`config.mk`:
```
export PLATFORM = sky130hd
export DESIGN_NAME = bin2bcd_converter
export DESIGN_NICKNAME = d
export VERILOG_FILES = /design/src/rtl/bin2bcd_converter.sv
export SDC_FILE = /design/constraint.sdc
export NUM_CORES = 1
export LEC_CHECK = 0
export BUFFER_PORTS_ARGS = -buffer_cell sky130_fd_sc_hd__buf_2
export CAP_MARGIN = 20
export CORE_ASPECT_RATIO = 1.4
export CORE_MARGIN = 4
export CORE_UTILIZATION = 45
export DETAILED_ROUTE_END_ITERATION = 16
export PLACE_DENSITY = 0.64
export SYNTH_ARGS = -nofsm -noshare
export SYNTH_HDL_FRONTEND = slang
export SYNTH_SLANG_ARGS = --single-unit
```
`constraint.sdc`:
```
create_clock -name clk_i -period 3.65 [get_ports clk_i]
set_clock_uncertainty 0.15 [all_clocks]
set_input_delay 0.1825 -clock clk_i [delete_from_list [all_inputs] [get_ports clk_i]]
set_output_delay 0.1825 -clock clk_i [all_outputs]
set_load 0.02 [all_outputs]
```
`src/rtl/bin2bcd_converter.sv`:
```
// Iterative double-dabble converter: binary value in, packed BCD out after BIN_W shift cycles.
// Results above MAX_VAL saturate to all nines and raise ovf_o; the result is held between conversions.
module bin2bcd_converter #(
    parameter int BIN_W   = 14,
    parameter int DIGITS  = 4,
    parameter int MAX_VAL = 9999
) (
    input  logic                  clk_i,
    input  logic                  rst_n_i,
    input  logic                  start_i,
    input  logic [BIN_W-1:0]      bin_i,
    output logic                  busy_o,
    output logic                  done_o,
    output logic [4*DIGITS-1:0]   bcd_o,
    output logic                  ovf_o
);

    localparam int                BCD_W    = 4 * DIGITS;
    localparam int                CNT_W    = $clog2(BIN_W + 1);
    localparam logic [BIN_W-1:0]  MAX_BIN  = BIN_W'(MAX_VAL);
    localparam logic [CNT_W-1:0]  CNT_LOAD = CNT_W'(BIN_W);
    localparam logic [CNT_W-1:0]  CNT_LAST = CNT_W'(1);

    typedef enum logic [1:0] {
        IDLE  = 2'd0,
        SHIFT = 2'd1,
        DONE  = 2'd2
    } state_t;

    state_t            state;
    logic [BIN_W-1:0]  bin_sr;
    logic [BCD_W-1:0]  scratch;
    logic [CNT_W-1:0]  cnt;
    logic              ovf_q;
    logic [BCD_W-1:0]  scratch_adj;
    logic [BCD_W-1:0]  scratch_next;

    // Add 3 to every nibble >= 5 so the following left shift carries correctly into the next digit.
    function automatic logic [BCD_W-1:0] dabble(input logic [BCD_W-1:0] s);
        logic [BCD_W-1:0] r;
        r = s;
        for (int d = 0; d < DIGITS; d++) begin
            if (r[4*d +: 4] >= 4'd5)
                r[4*d +: 4] = r[4*d +: 4] + 4'd3;
        end
        return r;
    endfunction

    function automatic logic [BCD_W-1:0] saturate(input logic [BCD_W-1:0] s, input logic ovf);
        return ovf ? {DIGITS{4'h9}} : s;
    endfunction

    assign scratch_adj  = dabble(scratch);
    assign scratch_next = {scratch_adj[BCD_W-2:0], bin_sr[BIN_W-1]};

    always_ff @(posedge clk_i or negedge rst_n_i) begin
        if (!rst_n_i) begin
            state   <= IDLE;
            bin_sr  <= '0;
            scratch <= '0;
            cnt     <= '0;
            ovf_q   <= 1'b0;
            busy_o  <= 1'b0;
            done_o  <= 1'b0;
            bcd_o   <= '0;
            ovf_o   <= 1'b0;
        end else begin
            done_o <= 1'b0;
            case (state)
                IDLE: begin
                    if (start_i) begin
                        bin_sr  <= bin_i;
                        scratch <= '0;
                        cnt     <= CNT_LOAD;
                        ovf_q   <= (bin_i > MAX_BIN);
                        busy_o  <= 1'b1;
                        state   <= SHIFT;
                    end
                end
                SHIFT: begin
                    scratch <= scratch_next;
                    bin_sr  <= bin_sr << 1;
                    cnt     <= cnt - CNT_LAST;
                    // The final shift result is published on the same edge that enters DONE.
                    if (cnt == CNT_LAST) begin
                        bcd_o  <= saturate(scratch_next, ovf_q);
                        ovf_o  <= ovf_q;
                        done_o <= 1'b1;
                        state  <= DONE;
                    end
                end
                DONE: begin
                    busy_o <= 1'b0;
                    state  <= IDLE;
                end
                default: begin
                    busy_o <= 1'b0;
                    state  <= IDLE;
                end
            endcase
        end
    end

endmodule

```
==> flow_summary_export.csv <==
group,metric,value,unit
outcome,status,"finished clean",
clock_tree,cts_tree,"built",
clock_tree,clk_latency,310,ps
floorplanning,dieArea,7220,µm²
timing,fin_crit,2110,ps
pwr,power.density,873,nW/µm²
hold_path,min_path_type,"in2reg",
logic_synthesis,yosys_warnings,0,
clock_tree,path_clk_slew,100,ps
clock_tree,postCtsSetupBuffers,0,
logic_synthesis,synth.top_cell.area_share,0.527,
clock_tree,root_buffer,"clkbuf_8",
timing,max_freq,474,MHz
logic_synthesis,synth-compound-area-share,0.193,
place,dp.cells,351,
global_routing,first_global_vias,2021,
logic_synthesis,synth_edf_count,0,
setup_path,worstPathMaxFanout,18,
route,vias,1991,
global_routing,grt_use_total,0.161,
logic_synthesis,synthArstFlopShare,1.00,
logic_synthesis,muxShareOfSynthArea,0.0226,
timing,max-slew-margin-rel,0.639,
logic_synthesis,yosys.cell_count.top_type,"dfrtp_1",
layout,fin_cells,361,
logic_synthesis,synth_nets,286,
place,place.gp.congestion,0.797,
timing,tightest_slew,542,ps
pwr,p_leak,1.42,nW
floorplanning,num_io_pins,36,
setup_path,cp.arrival,2210,ps
setup_path,required,3750,ps
global_routing,grt_pass1_wl,9320,µm
logic_synthesis,synth-seq-cells,56,
job,drv_cap,0,
clock_tree,h-tree-depth,2,
clock_tree,cts_buffers,5,
floorplanning,die_w,73.0,µm
pwr,p_total,2.59,mW
logic_synthesis,synth_common_cells,"dfrtp_1, o21ai_0, nand2_1, a22o_1, a21oi_1",
clock_tree,clock_sinks,56,
timing,hold_viol,0,
timing,rsz0062_at_grt,"false",
logic_synthesis,synth_area_leaders,"dfrtp_1, o21ai_0, a22o_1",
global_routing,antenna_found_initial,0,
logic_synthesis,synth-adder-area-share,0.0471,
floorplanning,initial_utilization,0.474,
clock_tree,holdBufCountCts,2,
setup_path,start_kind,"flop",
layout,post-route-util,0.529,
floorplanning,core_area,5610,µm²
floorplanning,die_h,99.0,µm
timing,setup_viol,0,
global_routing,busiest_layer,"met2",
logic_synthesis,synth_top_family_by_area,"compound AO/OA/AOI/OAI gates",
pwr,ir_worst_vdd,0.000361,V
global_routing,grtUsageMet1,0.206,
layout,regArea,1400,µm²
timing,slew_viol_final,0,
route,viasPerCell,5.52,
place,dpl.hpwl,3980,µm
logic_synthesis,yosys.area_share.simple,0.148,
logic_synthesis,synth_xor_area_frac,0.0132,
layout,drive_above_1_share,0.174,
route,antenna_left,0,
clock_tree,cts_buffer_depth,2,
logic_synthesis,ys_seq_area_frac,0.527,
layout,multiInputGateArea,1130,µm²
logic_synthesis,ys.flop_type,"dfrtp_1",
timing,setup_tns,0,ps
timing,fin_crit_sh,0.578,
global_routing,grt_use_met3,0.0306,
layout,n_antenna_cell,0,
route,wirelength,5400,µm
logic_synthesis,synth_area_leader_cell,"dfrtp_1",
route,first_pass_iters,4,
global_routing,grt_max_degree,35,
global_routing,grt-ovfl-total,0,
route,drc,0,
logic_synthesis,avgSynthCellArea,10.3,µm²
layout,area_delta_synth_final,11.5,%
global_routing,use_met2,0.268,
setup_path,max_stage_delay,690,ps
logic_synthesis,synthCells,259,
setup_path,crit_type,"reg2reg",
layout,n_fill_cell,537,
floorplanning,core.rowCount,32,
layout,fin_nets,319,
logic_synthesis,netlist_area,2660,µm²
logic_synthesis,synth_cell_types,31,
route,drtIter0Drc,79,
clock_tree,post_cts_resized,0,
setup_path,crit_chain,"nor2b_4, nand2_4, nor2_4, a22o_1",
route,wl_per_cell,15.0,µm
place,port_buffers,35,
setup_path,end_kind,"flop",
setup_path,critPathSlowestCell,"dfrtp_1",
state kept, by name, indices dropped and copies added, names as in the netlist:
register / flops
busy_o: 1
done_o: 1
bcd_o: 16
state: 2
cnt: 4
scratch: 16
bin_sr: 14
ovf_q: 1
ovf_o: 1
kinds of logic after synthesis:
kind of cell	Yosys count
AND/OR/NAND/NOR	76
adder cells (fa/ha/maj)	10
buffers and inverters	26
AO/OA/AOI/OAI	81
flip-flops	56
multiplexers	6
XOR/XNOR	4
cells in the final DEF, fill, tap and decap left out, drive strengths merged, types with 2 or more instances in the layout:
cell type    netlist  routed
nand2b            10      10
dlygate4sd3        0       2
a22o              18      18
nor2              14      14
nor3               9       9
nor3b              4       4
o21ai             35      35
a21oi             14      14
mux2i              6       6
dfrtp             56      56
clkbuf             3       7
nand2             29      29
xnor2              4       4
buf               10      37
ha                10      10
nor2b              6       6
a22oi             11      11
inv               13      13
nor4               2       2
critical path, delay by kind of cell, from the launching register on:
family / cells / cell delay [ps]
flops: 1 / 690
compound gates: 1 / 170
simple gates: 3 / 1030
stage by stage:
stage | setup slack, ps | instance area (µm²) | hold WS, ps
final | 1540 | 2970 | 14.5
after global routing | 1350 | 2970 | 20.6
after CTS | 1500 | 2970 | 11.3
after detailed placement | 1530 | 2850 | 51.2
after global placement | 1600 | 2850 | 46.9
after floorplan | 2100 | 2660 | -263
layer usage:
metal / vias up / routed length [µm]
met5: - / 0
met4: 0 / 106
met3: 8 / 222
met2: 39 / 2690
met1: 973 / 2370
li1: 971 / -
final timing paths:
| check | depth (start not counted) | startpoint | endpoint | slack, ps |
|---|---|---|---|---|
| hold reg to reg | 2 | bin_sr[10] | bin_sr[10] | 330 |
| setup / recovery | 4 | state[0] | bcd_o[2] | 1540 |
| min in group asynchronous | 2 | rst_n_i | scratch[10] | 230 |
| setup reg to reg | 4 | state[0] | bcd_o[2] | 1540 |
| hold / removal | 3 | bin_i[13] | ovf_q | 10 |
| max in group asynchronous | 3 | rst_n_i | bin_sr[9] | 2290 |
power breakdown:
group	switching, mW	internal [mW]	total [mW]
combinational	0.630	0.475	1.11
sequential	0.237	0.888	1.12
clock	0.202	0.155	0.357
total	1.07	1.52	2.59
area by class of cell:
cell class	count	area share
sequential	56	0.473
multi-input combinational	177	0.380
timing repair buffer	39	0.0709
clock buffer	7	0.0291
tap	68	0.0287
inverter	13	0.0165
clock inverter	1	0.00253
No activity file was read; power rests on OpenSTA's default activity.
